$ cat config.mk
export PLATFORM = sky130hd
export DESIGN_NAME = des_subkey_sched
export DESIGN_NICKNAME = d
export VERILOG_FILES = /design/src/rtl/des_pkg.sv /design/src/rtl/des_pc1.sv /design/src/rtl/des_pc2.sv /design/src/rtl/des_subkey_sched.sv
export SDC_FILE = /design/constraint.sdc
export NUM_CORES = 1
export LEC_CHECK = 0
export CORE_MARGIN = 4
export CORE_UTILIZATION = 30
export DETAILED_ROUTE_END_ITERATION = 16
export GPL_TIMING_DRIVEN = 1
export REMOVE_ABC_BUFFERS = 1
export SYNTH_ARGS = -nofsm -noshare
export SYNTH_HDL_FRONTEND = slang
export SYNTH_SLANG_ARGS = --single-unit
$ cat constraint.sdc
create_clock -name clk -period 2.45 [get_ports clk]
set_clock_uncertainty 0.2 [all_clocks]
set_input_delay 0.49 -clock clk [delete_from_list [all_inputs] [get_ports clk]]
set_output_delay 0.49 -clock clk [all_outputs]
set_load 0.02 [all_outputs]
$ cat src/rtl/des_pkg.sv
// rtl/des_pkg.sv - shared types, shift and PC2 tables for the DES key schedule
package des_pkg;

    typedef logic [28:1] half_t;
    typedef logic [48:1] subkey_t;
    typedef enum logic [1:0] {ST_IDLE, ST_LOAD, ST_EMIT} state_t;

    // S(n) table indexed by round code n-1: bit set means a 2-bit shift, clear means 1 (rounds 1,2,9,16)
    localparam logic [15:0] SHIFT_TWO = 16'h7EFC;

    localparam int PC2_TBL [1:48] = '{
        14, 17, 11, 24,  1,  5,  3, 28, 15,  6, 21, 10,
        23, 19, 12,  4, 26,  8, 16,  7, 27, 20, 13,  2,
        41, 52, 31, 37, 47, 55, 30, 40, 51, 45, 33, 48,
        44, 49, 39, 56, 34, 53, 46, 42, 50, 36, 29, 32
    };

    // Bit 1 is the leftmost FIPS bit, so a FIPS left rotation moves bits toward index 1.
    function automatic half_t rotl(input half_t h, input logic two);
        return two ? {h[2:1], h[28:3]} : {h[1], h[28:2]};
    endfunction

    function automatic half_t rotr(input half_t h, input logic two);
        return two ? {h[26:1], h[28:27]} : {h[27:1], h[28]};
    endfunction

endpackage

$ cat src/rtl/des_pc1.sv
// rtl/des_pc1.sv - PC1 permutation: 64-bit key to C0/D0 halves
module des_pc1
    import des_pkg::*;
(
    input  logic [64:1] key_i,
    output half_t       c_o,
    output half_t       d_o
);

    localparam int PC1_C [1:28] = '{
        57, 49, 41, 33, 25, 17,  9,  1, 58, 50, 42, 34, 26, 18,
        10,  2, 59, 51, 43, 35, 27, 19, 11,  3, 60, 52, 44, 36
    };
    localparam int PC1_D [1:28] = '{
        63, 55, 47, 39, 31, 23, 15,  7, 62, 54, 46, 38, 30, 22,
        14,  6, 61, 53, 45, 37, 29, 21, 13,  5, 28, 20, 12,  4
    };

    for (genvar i = 1; i <= 28; i++) begin : g_sel
        assign c_o[i] = key_i[PC1_C[i]];
        assign d_o[i] = key_i[PC1_D[i]];
    end

    // Parity bits never reach the key halves.
    logic unused_par;
    assign unused_par = ^{key_i[8], key_i[16], key_i[24], key_i[32],
                          key_i[40], key_i[48], key_i[56], key_i[64]};

endmodule

$ cat src/rtl/des_pc2.sv
// rtl/des_pc2.sv - PC2 selection: C/D halves to 48-bit round subkey
module des_pc2
    import des_pkg::*;
(
    input  half_t   c_i,
    input  half_t   d_i,
    output subkey_t subkey_o
);

    logic [56:1] cd;
    assign cd = {d_i, c_i};

    for (genvar i = 1; i <= 48; i++) begin : g_sel
        assign subkey_o[i] = cd[PC2_TBL[i]];
    end

    // PC2 drops eight of the 56 bits.
    logic unused_cd;
    assign unused_cd = ^{c_i[9], c_i[18], c_i[22], c_i[25],
                         d_i[7], d_i[10], d_i[15], d_i[26]};

endmodule

$ cat src/rtl/des_subkey_sched.sv
// rtl/des_subkey_sched.sv - sequential DES key schedule streaming 16 subkeys
module des_subkey_sched
    import des_pkg::*;
#(
    parameter bit PARITY_CHECK = 1'b0
) (
    input  logic        clk,
    input  logic        rst,
    input  logic        start,
    input  logic        decrypt,
    input  logic [64:1] key,
    output logic        busy,
    output logic        subkey_valid,
    input  logic        subkey_ready,
    output logic [48:1] subkey,
    output logic [3:0]  subkey_round,
    output logic        done,
    output logic        key_parity_err
);

    state_t  state_q;
    half_t   c_q, d_q, c_nx, d_nx, pc1_c, pc1_d;
    logic    mode_q;
    logic [3:0] rnd_q, rnd_nx, skr_q;
    logic    busy_q, valid_q, done_q, perr_q;
    subkey_t sk_q, sk_nx;
    logic [8:1] byte_odd;
    logic    parity_err, xfer, last;

    des_pc1 u_pc1 (.key_i(key), .c_o(pc1_c), .d_o(pc1_d));
    des_pc2 u_pc2 (.c_i(c_nx), .d_i(d_nx), .subkey_o(sk_nx));

    for (genvar b = 1; b <= 8; b++) begin : g_par
        assign byte_odd[b] = ^key[8*b -: 8];
    end
    assign parity_err = ~&byte_odd;

    assign xfer = valid_q & subkey_ready;
    assign last = mode_q ? (rnd_q == 4'd0) : (rnd_q == 4'd15);

    // Decrypt starts from C16 = C0 and undoes the shift of the round just emitted.
    always_comb begin
        c_nx   = c_q;
        d_nx   = d_q;
        rnd_nx = rnd_q;
        if (state_q == ST_LOAD) begin
            if (!mode_q) begin
                c_nx = rotl(c_q, SHIFT_TWO[0]);
                d_nx = rotl(d_q, SHIFT_TWO[0]);
            end
        end else if (!mode_q) begin
            rnd_nx = rnd_q + 4'd1;
            c_nx   = rotl(c_q, SHIFT_TWO[rnd_nx]);
            d_nx   = rotl(d_q, SHIFT_TWO[rnd_nx]);
        end else begin
            rnd_nx = rnd_q - 4'd1;
            c_nx   = rotr(c_q, SHIFT_TWO[rnd_q]);
            d_nx   = rotr(d_q, SHIFT_TWO[rnd_q]);
        end
    end

    always_ff @(posedge clk) begin
        if (rst) begin
            state_q <= ST_IDLE;
            c_q     <= '0;
            d_q     <= '0;
            mode_q  <= 1'b0;
            rnd_q   <= 4'd0;
            busy_q  <= 1'b0;
            valid_q <= 1'b0;
            done_q  <= 1'b0;
            perr_q  <= 1'b0;
            sk_q    <= '0;
            skr_q   <= 4'd0;
        end else begin
            done_q <= 1'b0;
            case (state_q)
                ST_IDLE: if (start) begin
                    c_q     <= pc1_c;
                    d_q     <= pc1_d;
                    mode_q  <= decrypt;
                    rnd_q   <= decrypt ? 4'd15 : 4'd0;
                    perr_q  <= PARITY_CHECK ? parity_err : 1'b0;
                    busy_q  <= 1'b1;
                    state_q <= ST_LOAD;
                end
                ST_LOAD: begin
                    c_q     <= c_nx;
                    d_q     <= d_nx;
                    sk_q    <= sk_nx;
                    skr_q   <= rnd_q;
                    valid_q <= 1'b1;
                    state_q <= ST_EMIT;
                end
                ST_EMIT: if (xfer) begin
                    if (last) begin
                        valid_q <= 1'b0;
                        busy_q  <= 1'b0;
                        done_q  <= 1'b1;
                        state_q <= ST_IDLE;
                    end else begin
                        c_q   <= c_nx;
                        d_q   <= d_nx;
                        rnd_q <= rnd_nx;
                        sk_q  <= sk_nx;
                        skr_q <= rnd_nx;
                    end
                end
                default: state_q <= ST_IDLE;
            endcase
        end
    end

    assign busy           = busy_q;
    assign subkey_valid   = valid_q;
    assign subkey         = sk_q;
    assign subkey_round   = skr_q;
    assign done           = done_q;
    assign key_parity_err = perr_q;

endmodule

==> run metrics <==
critical path, cell by cell=buf_6, ha_4, buf_6, nor2_4, o311a_4, nor2_4, buf_12, buf_12, buf_12, mux2i_4, nand3_1, a211oi_2; synthesized area=7520 sq um; Post-Synthesis Cells=877; nets=1131; grt total ovfl=0; Worst Reg-to-Reg Cells=12; EDFF count, synth=0; R2R Path Start=rnd_q[0]; Pwr Density=1720 nW/um^2; initial antenna violation count=0; sequential area share after synthesis=31.7%; share of layout cells above drive strength 1=29.0%; sequential share of power=18.5%; clk root buf=clkbuf_16; Hold Violations, Final=0; CP endpoint kind=flip-flop; M1 WL=12.3 mm; Period minus WS final=2.57 ns; fillers=2258; combinational share of power=69.1%; drc violations=0; Area growth syn-to-layout=56.4%; total track usage=18.6%; Worst Path Required=2.59 ns; FF-to-FF setup slack=-0.12 ns; Max FO, Critical Path=6; Rel. slew slack=44.9%; static leakage=4.17 nW; placed insts=1342; vias per cell=5.65; most frequent cell on the critical path=buf_12; IO buf count=115; Avg Inst Size Synth=8.58 sq um; setup violators final=65; Finished Layout Cells=1391; die area=27700 sq um; post-place setup slack=-0.314 ns; Setup TNS=-3.61 ns; run status=complete, but fails checks; hold_sp=rst; hold-fix buffer count after cts=0; Ports=125; Worst-path clk slew=0.06 ns; Min Hold Slack=0.235 ns; TritonCTS Sinks=119; Async SR Flop Fraction=0%; top sig layer=met4; main flop type after synthesis=dfxtp_1; Routed WL=27.7 mm; Starting Density=30.7%; TritonCTS Buffers=17; vias in the first global route=7650; H-tree depth=4; largest area contributor in the netlist=dfxtp_1; die span in y=166 um; critical path type=reg2reg; Area contributors post-synth=dfxtp_1 (32%), mux2i_1 (21%), nor2_1 (6.5%); final worst slack=-0.115 ns; clock latency on the worst-skew pair=0.43 ns; row count=57; Crit path largest cell delay=0.35 ns; Final period util=105%; Max-Cap Viols=0; largest net degree at the start of global routing=44; RePlAce Congestion=0.831; Netlist cell types=55; HP Class=in2reg; share of power burned in the clock network=12.4%; RSZ-0062 raised after global routing=true; switching part of the total=43.1%; first-pass GRT wire length=42.2 mm; Met2 Wirelength=13.1 mm; TritonRoute pass-1 iters=5; DIE WIDTH=166 um; Setup crit start=rnd_q[0]; routed wl met3=1.35 mm; Worst Tran Pin Value=0.824 ns; switching power=8.69 mW; Core Footprint=24500 sq um; Worst Setup Start Kind=flip-flop; total number of vias=7862; Fmax=0.390 GHz; RR Endpoint=c_q[20]; wire per inst=19.9 um; Post-DRT Antenna Nets=0; Critical Path Sink=c_q[20]; DPL Wire Length=16.7 mm; Synthesis Warnings=0; initial drt markers=545; TritonCTS clock tree=built; VDD IR max=673 uV; failing checks=setup timing; CTS max path bufs=2; #FFs+latches synth=119; Int Pwr=11.5 mW; Synth top area share=31.7%; Arrival @ worst endpoint=2.71 ns; Final Slew Violations=0; CP max stage cell=dfxtp_2; Ant. Diodes=0
-- flip-flops by register name, indices dropped and copies added (netlist names), named ones only --
register,flops
subkey_round,4
mode_q,1
busy,1
rnd_q,4
d_q,28
c_q,28
done,1
subkey_valid,1
state_q,2
subkey,48
-- per-stage QoR --
step | total power, mW | utilization [%] | area (sq um)
finish | 20.2 | 48.1 | 11800
CTS | 17.8 | 44.5 | 10900
detailed placement | 13.7 | 40.0 | 9770
global route | 21.3 | 48.1 | 11800
floorplan | 8.78 | - | 7150
global placement | 13.6 | 40.0 | 9770
-- cell usage after synthesis, types with 3 or more instances --
master	count
a211oi_1	48
inv_1	5
nand2_1	20
buf_4	4
clkbuf_1	50
o21ai_0	5
a22oi_1	49
nor3_1	6
a32o_1	48
dfxtp_1	119
or2_2	9
ha_1	8
a221oi_2	9
mux2i_1	155
o21ai_1	7
a31oi_1	8
nor2_1	131
nand3_1	51
a221oi_1	5
buf_2	27
buf_1	4
a21oi_1	61
xnor2_1	4
and3_1	3
nand2b_1	5
-- power by group through the flow --
stage / Clock, mW / Sequential (mW) / Combinational (mW)
after global routing: 2.63 / 3.87 / 14.8
after detailed placement: 0 / 3.67 / 10.0
final: 2.51 / 3.73 / 13.9
after global placement: 0 / 3.66 / 9.92
after floorplan: 0 / 3.99 / 4.79
after CTS: 2.55 / 3.66 / 11.6
-- cells in the final DEF, fill, tap and decap left out, drive strengths merged, types with 3 or more instances in the layout --
cell type,Yosys,routed
buf,35,124
a31oi,8,8
ha,8,8
mux2i,155,155
a211oi,49,49
nor3,7,7
dfxtp,119,119
a32o,48,48
nand2,20,20
nor2,131,132
a22oi,49,49
clkinv,1,8
clkdlybuf4s50,0,114
a21oi,62,62
or2,10,10
nand3,51,51
and3,3,3
o21ai,13,13
nand2b,5,5
a221oi,14,14
inv,6,6
xnor2,4,4
clkbuf,50,27
-- layer usage --
| metal | vias to the layer above | GRT usage, % |
|---|---|---|
| li1 | 3697 | - |
| met1 | 3839 | 23.9 |
| met2 | 259 | 31.0 |
| met3 | 67 | 3.19 |
| met4 | 0 | 7.61 |
| met5 | - | 0 |
-- kinds of logic (layout without fill, tap and decap cells) --
kind of cell / after synthesis / count (layout) / share of synthesized area (%)
XOR/XNOR: 4 / 4 / 0.466
AND/OR/NAND/NOR: 243 / 244 / 14.7
other: 1 / 1 / 0.0499
multiplexers: 156 / 156 / 20.8
flip-flops: 119 / 119 / 31.7
buffers and inverters: 92 / 281 / 5.24
adder cells (fa/ha/maj): 8 / 8 / 1.33
AO/OA/AOI/OAI: 254 / 254 / 25.8
-- worst min-delay path by stage --
stage / end / slack, ns / cells past startpoint
after floorplan: c_q[17] / 0.29 / 2
after global placement: subkey[22] / 0.25 / 1
after detailed placement: subkey[21] / 0.26 / 1
after CTS: rnd_q[3] / 0.22 / 2
after global routing: rnd_q[3] / 0.26 / 2
final: rnd_q[3] / 0.23 / 2
-- cell type report --
type / instances / area [sq um] / share of cell area, %
clock buffer: 23 / 478 / 4.06
timing repair buffer: 242 / 2600 / 22.1
clock inverter: 9 / 98.8 / 0.840
multi-input combinational: 667 / 5760 / 49.0
tap: 324 / 405 / 3.45
inverter: 7 / 26.3 / 0.223
sequential: 119 / 2390 / 20.3
-- critical path, delay by kind of cell (launching register included) --
kind                     cells  cell delay [ns]
AO/OA/AOI/OAI                2             0.54
AND/OR/NAND/NOR              3             0.32
adder cells (fa/ha/maj)      1             0.15
multiplexers                 1             0.25
flip-flops                   1             0.35
buffers and inverters        5             0.66
-- timing repair --
action,4_1_cts,5_1_grt
gates cloned,4,6
gates resized for setup,78,130
pin swaps,10,20
buffers inserted,5,3
setup endpoints to repair,104,93
Power figures use the tool's default switching activity.
